## src/rtl/gnn_pkg.sv

```systemverilog
// Shared types and constants for the GNN/DNN node-array scheduler.
// 336-bit vectors carry 4 nodes x 4 features of 21-bit signed data, node-major.
package gnn_pkg;

    localparam int DATA_W = 21;
    localparam int W_W    = 5;
    localparam int NODES  = 4;
    localparam int FEATS  = 4;
    localparam int VEC_W  = NODES * FEATS * DATA_W;

    typedef logic [VEC_W-1:0] vec_t;

    typedef enum logic [2:0] {
        S_IDLE,
        S_FETCH,
        S_WAIT_RD,
        S_ISSUE,
        S_WAIT_ARR,
        S_WRITE,
        S_DONE
    } state_t;

endpackage

```

## src/rtl/dnn_sched_if.sv

```systemverilog
// Bus bundle between the scheduler and its feature memory, node array
// and result memory. master = scheduler side, slave = environment side.
interface dnn_sched_if #(
    parameter int GRP_W = 6
);

    logic             start;
    logic [GRP_W-1:0] num_groups;
    logic             busy;
    logic             done;
    logic             err;
    logic             feat_rd_en;
    logic [GRP_W-1:0] feat_rd_addr;
    gnn_pkg::vec_t    feat_rd_data;
    gnn_pkg::vec_t    arr_x;
    logic             arr_in_ready;
    logic             arr_out_ready;
    gnn_pkg::vec_t    arr_out;
    logic             res_wr_en;
    logic [GRP_W-1:0] res_wr_addr;
    gnn_pkg::vec_t    res_wr_data;

    modport master (
        input  start, num_groups, feat_rd_data, arr_out_ready, arr_out,
        output busy, done, err, feat_rd_en, feat_rd_addr, arr_x,
        output arr_in_ready, res_wr_en, res_wr_addr, res_wr_data
    );

    modport slave (
        output start, num_groups, feat_rd_data, arr_out_ready, arr_out,
        input  busy, done, err, feat_rd_en, feat_rd_addr, arr_x,
        input  arr_in_ready, res_wr_en, res_wr_addr, res_wr_data
    );

endinterface

```

## src/rtl/dnn_sched_wdog.sv

```systemverilog
// Watchdog for the WAIT_ARR state: counts enabled cycles and flags
// expiry on the TIMEOUT-th consecutive cycle.
module dnn_sched_wdog #(
    parameter int TIMEOUT = 64
) (
    input  logic clk,
    input  logic rst_n,
    input  logic i_clear,
    input  logic i_enable,
    output logic o_expire
);

    localparam int CNT_W = $clog2(TIMEOUT + 1);
    localparam logic [CNT_W-1:0] LAST = CNT_W'(TIMEOUT - 1);

    logic [CNT_W-1:0] r_cnt;

    // Cycle counter, held at its last value once expiry is reached.
    always_ff @(posedge clk) begin
        if (!rst_n || i_clear) begin
            r_cnt <= '0;
        end else if (i_enable && r_cnt != LAST) begin
            r_cnt <= r_cnt + 1'b1;
        end
    end

    assign o_expire = i_enable && (r_cnt == LAST);

endmodule

```

## src/rtl/dnn_sched.sv

```systemverilog
// Job scheduler: fetches feature groups, drives the node array and writes
// results back. Optional DNN_SCHED_PERF_EN adds a busy-cycle counter.
module dnn_sched
    import gnn_pkg::*;
#(
    parameter int GRP_W   = 6,
    parameter int TIMEOUT = 64
) (
    input  logic clk,
    input  logic rst_n,
    dnn_sched_if.master bus
`ifdef DNN_SCHED_PERF_EN
    ,
    output logic [15:0] perf_cycles
`endif
);

    state_t           r_state;
    state_t           w_next;
    logic [GRP_W-1:0] r_grp_idx;
    logic [GRP_W-1:0] r_num;
    logic             r_first;
    logic             r_err;
    vec_t             r_arr_x;
    vec_t             r_res;
    logic             w_expire;
    logic             w_accept;
    logic             w_more;
    logic             w_launch;
    logic             w_in_wait;
    logic [GRP_W:0]   w_idx_nxt;

    assign w_in_wait = (r_state == S_WAIT_ARR);
    assign w_accept  = w_in_wait && !r_first && bus.arr_out_ready;
    assign w_idx_nxt = {1'b0, r_grp_idx} + 1'b1;
    assign w_more    = w_idx_nxt < {1'b0, r_num};
    assign w_launch  = (r_state == S_IDLE) && bus.start
                       && (bus.num_groups != '0);

    dnn_sched_wdog #(
        .TIMEOUT (TIMEOUT)
    ) u_wdog (
        .clk      (clk),
        .rst_n    (rst_n),
        .i_clear  (!w_in_wait),
        .i_enable (w_in_wait),
        .o_expire (w_expire)
    );

    // State register.
    always_ff @(posedge clk) begin
        if (!rst_n) begin
            r_state <= S_IDLE;
        end else begin
            r_state <= w_next;
        end
    end

    // Next-state logic; acceptance wins over expiry on the same cycle.
    always_comb begin
        w_next = r_state;
        unique case (r_state)
            S_IDLE: begin
                if (bus.start) begin
                    w_next = (bus.num_groups != '0) ? S_FETCH : S_DONE;
                end
            end
            S_FETCH:   w_next = S_WAIT_RD;
            S_WAIT_RD: w_next = S_ISSUE;
            S_ISSUE:   w_next = S_WAIT_ARR;
            S_WAIT_ARR: begin
                if (w_accept) begin
                    w_next = S_WRITE;
                end else if (w_expire) begin
                    w_next = S_DONE;
                end
            end
            S_WRITE:   w_next = w_more ? S_FETCH : S_DONE;
            S_DONE:    w_next = S_IDLE;
            default:   w_next = S_IDLE;
        endcase
    end

    // Moore strobes decoded from the current state.
    always_comb begin
        bus.busy         = 1'b1;
        bus.done         = 1'b0;
        bus.feat_rd_en   = 1'b0;
        bus.arr_in_ready = 1'b0;
        bus.res_wr_en    = 1'b0;
        unique case (r_state)
            S_IDLE:   bus.busy         = 1'b0;
            S_FETCH:  bus.feat_rd_en   = 1'b1;
            S_ISSUE:  bus.arr_in_ready = 1'b1;
            S_WRITE:  bus.res_wr_en    = 1'b1;
            S_DONE:   bus.done         = 1'b1;
            default: ;
        endcase
    end

    // Job bookkeeping: latched length, group index, sticky error.
    always_ff @(posedge clk) begin
        if (!rst_n) begin
            r_num     <= '0;
            r_grp_idx <= '0;
            r_err     <= 1'b0;
            r_first   <= 1'b0;
        end else begin
            r_first <= (r_state == S_ISSUE);
            if (w_launch) begin
                r_num     <= bus.num_groups;
                r_grp_idx <= '0;
                r_err     <= 1'b0;
            end
            if (r_state == S_WRITE) begin
                r_grp_idx <= r_grp_idx + 1'b1;
            end
            if (w_in_wait && !w_accept && w_expire) begin
                r_err <= 1'b1;
            end
        end
    end

    // Data capture: features into the array, array output into write data.
    always_ff @(posedge clk) begin
        if (!rst_n) begin
            r_arr_x <= '0;
            r_res   <= '0;
        end else begin
            if (r_state == S_WAIT_RD) begin
                r_arr_x <= bus.feat_rd_data;
            end
            if (w_accept) begin
                r_res <= bus.arr_out;
            end
        end
    end

    assign bus.err          = r_err;
    assign bus.feat_rd_addr = r_grp_idx;
    assign bus.res_wr_addr  = r_grp_idx;
    assign bus.arr_x        = r_arr_x;
    assign bus.res_wr_data  = r_res;

`ifdef DNN_SCHED_PERF_EN
    logic [15:0] r_perf;

    // Busy-cycle counter: cleared on start, saturates, holds when idle.
    always_ff @(posedge clk) begin
        if (!rst_n) begin
            r_perf <= '0;
        end else if (r_state == S_IDLE && bus.start) begin
            r_perf <= '0;
        end else if (bus.busy && r_perf != 16'hFFFF) begin
            r_perf <= r_perf + 1'b1;
        end
    end

    assign perf_cycles = r_perf;
`endif

endmodule

```

## src/flat_wrapper.sv

```systemverilog
// flat-port wrapper written by rule: the top's interface ports become plain ports
module dnn_sched_flat import gnn_pkg::*;
#(
    parameter int GRP_W   = 6,
    parameter int TIMEOUT = 64
)
  (clk, rst_n, bus_start, bus_num_groups, bus_feat_rd_data, bus_arr_out_ready, bus_arr_out, bus_busy, bus_done, bus_err, bus_feat_rd_en, bus_feat_rd_addr, bus_arr_x, bus_arr_in_ready, bus_res_wr_en, bus_res_wr_addr, bus_res_wr_data);
  dnn_sched_if #(.GRP_W(GRP_W)) bus_i ();
  input  logic clk;
  input  logic rst_n;
  input wire logic [$bits(bus_i.start)-1:0] bus_start;
  input wire logic [$bits(bus_i.num_groups)-1:0] bus_num_groups;
  input wire logic [$bits(bus_i.feat_rd_data)-1:0] bus_feat_rd_data;
  input wire logic [$bits(bus_i.arr_out_ready)-1:0] bus_arr_out_ready;
  input wire logic [$bits(bus_i.arr_out)-1:0] bus_arr_out;
  output wire logic [$bits(bus_i.busy)-1:0] bus_busy;
  output wire logic [$bits(bus_i.done)-1:0] bus_done;
  output wire logic [$bits(bus_i.err)-1:0] bus_err;
  output wire logic [$bits(bus_i.feat_rd_en)-1:0] bus_feat_rd_en;
  output wire logic [$bits(bus_i.feat_rd_addr)-1:0] bus_feat_rd_addr;
  output wire logic [$bits(bus_i.arr_x)-1:0] bus_arr_x;
  output wire logic [$bits(bus_i.arr_in_ready)-1:0] bus_arr_in_ready;
  output wire logic [$bits(bus_i.res_wr_en)-1:0] bus_res_wr_en;
  output wire logic [$bits(bus_i.res_wr_addr)-1:0] bus_res_wr_addr;
  output wire logic [$bits(bus_i.res_wr_data)-1:0] bus_res_wr_data;
  assign bus_i.start = bus_start;
  assign bus_i.num_groups = bus_num_groups;
  assign bus_i.feat_rd_data = bus_feat_rd_data;
  assign bus_i.arr_out_ready = bus_arr_out_ready;
  assign bus_i.arr_out = bus_arr_out;
  assign bus_busy = bus_i.busy;
  assign bus_done = bus_i.done;
  assign bus_err = bus_i.err;
  assign bus_feat_rd_en = bus_i.feat_rd_en;
  assign bus_feat_rd_addr = bus_i.feat_rd_addr;
  assign bus_arr_x = bus_i.arr_x;
  assign bus_arr_in_ready = bus_i.arr_in_ready;
  assign bus_res_wr_en = bus_i.res_wr_en;
  assign bus_res_wr_addr = bus_i.res_wr_addr;
  assign bus_res_wr_data = bus_i.res_wr_data;
  dnn_sched #(.GRP_W(GRP_W), .TIMEOUT(TIMEOUT)) u_core (.clk(clk), .rst_n(rst_n), .bus(bus_i));
endmodule
```

## config.mk

```make
export PLATFORM = sky130hd
export DESIGN_NAME = dnn_sched_flat
export DESIGN_NICKNAME = d
export VERILOG_FILES = /design/src/rtl/gnn_pkg.sv /design/src/rtl/dnn_sched_if.sv /design/src/rtl/dnn_sched_wdog.sv /design/src/rtl/dnn_sched.sv /design/src/flat_wrapper.sv
export SDC_FILE = /design/constraint.sdc
export NUM_CORES = 1
export LEC_CHECK = 0
export ABC_AREA = 1
export CORE_AREA = 2 2 531 533
export CTS_CLUSTER_DIAMETER = 50
export DETAILED_ROUTE_END_ITERATION = 10
export DIE_AREA = 0 0 533 535
export SLEW_MARGIN = 5
export SYNTH_ARGS = -nofsm -noshare
export SYNTH_HDL_FRONTEND = slang
export SYNTH_SLANG_ARGS = --single-unit
```

## constraint.sdc

```tcl
create_clock -name clk -period 2 [get_ports clk]
set_input_delay 0.6 -clock clk [delete_from_list [all_inputs] [get_ports clk]]
set_output_delay 0.6 -clock clk [all_outputs]
set_load 0.03 [all_outputs]
```

==> impl_metrics.ini <==
[worst_setup_path]
critical_path_required_ns = 1.40
cp-end-kind = primary output
startpoint_type = flip-flop
crit_fanout = 4
crit_type = reg -> out
arrival_ns = 1.64
cp_top_family = flip-flops
slowest_delay_ns = 0.38
crit_slowest_cell = dfxtp_4
crit_chain = inv_6 -> nand3_2 -> inv_2 -> buf_12
r2r-start = u_core.r_state[2]
cp-startpoint = u_core.r_state[2]
cp.buffers_inverters = 3

[synthesis]
yosys.area_share.adder_pct = 0.363
yosys.cell_types.count = 29
synth_mux_area_share_pct = 0
netlist_instances = 3108
synth_simple_gate_area_share_pct = 22.6
synth-xor-area-share_pct = 0.109
syn_nets = 3797
yosysSeqAreaShare_pct = 57.7
synth_top_family_by_area = simple AND/OR/NAND/NOR gates
synth-compound-area-share_pct = 14.7
avgSynthCellArea_um2 = 7.77
synth_area_um2 = 24100
yosysWarnings = 0
ys_ff_latch = 696

[floorplanning]
initial_core_util_pct = 8.66
die_w_um = 533
die_area_um2 = 285000
num_rows = 194
chipHeight_um = 535
io_pins = 1372
core_region_area_um2 = 279000

[sta]
grt_setup_unrepaired = true
hold_ws_ns = 0.106
fin_skew_ns = 0.0382
fmax_mhz = 446
slew_violations = 0
worst_slew_pin_slew_ns = 0.469
final-setup-viol-count = 9
relSlewSlack_pct = 68.4
timing.final.ws_setup_ns = -0.242
hold_violations = 0
period_needed_ns = 2.24
period_share_pct = 112

[place]
gp_congestion = 0.923
dpl.hpwl_mm = 186
placed_cell_area_um2 = 43500
placed_cells = 8159
numPortBuffers = 1371

[power]
ir_drop_mv = 0.656
p_leak_nw = 19.0
total_power_mw = 42.8
power_density_nw_per_um2 = 841

[route]
first_pass_iters = 5
vias = 27600
routed_wl_mm = 215
wl_per_cell_um = 25.4
drt_iter0_drc = 1501
antenna_left = 0
drc = 0
via_per_inst = 3.27

[clock_tree]
cts_buffers = 112
clk-insertion-delay-late_ns = 0.84
cts_hold_buf = 0
cts.clk_slew.worst_paths_ns = 0.06
cts_buffer_depth = 4
htree_levels = 3
root_buffer = clkbuf_16
cts_sinks = 696
cts_tree = built

[final_layout]
nNetsFinal = 5268
nFillCells = 31100
drive_gt1_share_pct = 36.6
areaGrowthSynthToFinish_pct = 111
postLayoutCellArea_um2 = 50900
layout.cells.non_filler = 8455

[global_route]
antenna_found_initial = 246
grt_use_total_pct = 14.5
grt_max_degree = 68
grt-ovfl-total = 0
grt_pass1_wl_mm = 270
grt_pass1_vias = 26400

[run_status]
violations = setup timing
status = complete, but fails checks

[run]
drv_cap = 0

[hold_path]
hold_class = in -> reg
hp-start = rst_n
-- cell usage after synthesis --
cell type     n  area [µm²]
dfxtp_1     696       13900
nand2_2       1        6.26
nand3_1      16        80.1
or2_2         1        6.26
clkbuf_1    157         589
and2_1        1        6.26
o22ai_1       1        6.26
inv_2         3        11.3
nor2_1     1363        5120
buf_2        47         235
o21a_1        1        7.51
and3_1        1        6.26
nor2_2        2        12.5
nand4_1       3        18.8
ha_1          7        87.6
nor2_4        1        11.3
nor3_1        4        20.0
nor3b_1       1        7.51
o21ai_1      47         235
a31o_2        1        8.76
inv_1        27         101
buf_1         9        33.8
buf_4        18         135
o31ai_1       1        7.51
xor2_1        3        26.3
a21oi_1      18        90.1
nand2_1      41         154
o21ai_0     636        3180
clkinv_1      1        3.75
-- power breakdown --
group	switching (mW)	internal, mW
clock network	8.10	11.5
logic	4.20	3.71
registers	0.587	14.7
-- layout make-up --
type	count	area, µm²	share of cell area [%]
clock buffer	139	3030	5.96
multi-input combinational	2151	9220	18.1
antenna	64	160	0.315
tap	3724	4660	9.15
inverter	31	144	0.283
sequential	696	14800	29.1
clock inverter	63	682	1.34
timing repair buffer	1587	18200	35.7
-- cell usage in the layout (no fill, tap or decap), types with 14 or more instances in the layout --
cell type           n
buf_4             213
nand2_1            36
nor2_1           1362
inv_1              23
clkbuf_16         112
clkbuf_1           14
dfxtp_4            64
buf_12            177
o21ai_1            62
dfxtp_1           108
diode_2            64
inv_6              15
a21oi_1            18
buf_8             102
clkdlybuf4s50_1   680
o21ai_0           620
buf_6             414
dfxtp_2           524
-- through the flow --
stage	setup WS, ns	setup TNS (ns)	utilization [%]
final	-0.242	-1.14	18.3
after global routing	-0.351	-9.37	18.2
after CTS	-0.355	-12.50	18.0
after detailed placement	-0.388	-79.88	15.6
after global placement	-0.375	-81.34	15.6
after floorplan	0.0621	0	-
-- state kept, by name, summed over array words and instances, names as in the netlist --
register,flops
u_core.bus.err,1
u_core.r_num,6
u_core.r_state,3
u_core.bus.res_wr_data,336
u_core.u_wdog.r_cnt,7
u_core.bus.arr_x,336
u_core.r_first,1
u_core.bus.feat_rd_addr,6
-- logic make-up (layout without fill, tap and decap cells) --
kind of cell | after synthesis | count (layout)
and+or+nand+nor | 1435 | 1436
xor gates and xnor gates | 3 | 3
other | 0 | 64
adders and majority gates | 7 | 7
DFF | 696 | 696
AOI/OAI and AO/OA | 705 | 705
buffers and inverters | 262 | 1820
-- worst reg2reg max path: cells and delay by family (launching register included) --
kind            cells  cell delay (ns)
buf+inv             5             0.91
flops               1             0.38
simple gates        3             0.29
compound gates      1             0.24
-- routing by layer --
| metal | vias up | part of all wire (%) | GRT usage [%] | routed length [µm] |
|---|---|---|---|---|
| met5 | - | 0.33 | 0 | 704 |
| met4 | 108 | 4.3 | 5.56 | 9180 |
| met3 | 443 | 18 | 11.8 | 38600 |
| met2 | 1523 | 43 | 22.0 | 91700 |
| met1 | 12500 | 35 | 14.5 | 74600 |
| li1 | 13100 | - | - | - |
-- repair_timing --
item / 4_1_cts / 5_1_grt
endpoints found under the setup margin: 690 / 396
resized for setup: 3790 / 125
setup buffers: 15 / 15
pin swaps: 6 / 9
gates cloned: 0 / 1
-- final timing paths --
| kind | end | cells past startpoint | slack (ns) |
|---|---|---|---|
| worst min-delay path | u_core.bus.res_wr_data[54] | 3 | 0.11 |
| worst max-delay path | bus_arr_in_ready | 4 | -0.24 |
| worst max register to register | u_core.bus.arr_x[198] | 9 | 0.07 |
| worst min register to register | u_core.u_wdog.r_cnt[6] | 2 | 0.45 |
Note: power is estimated with default switching activity, not from simulation.
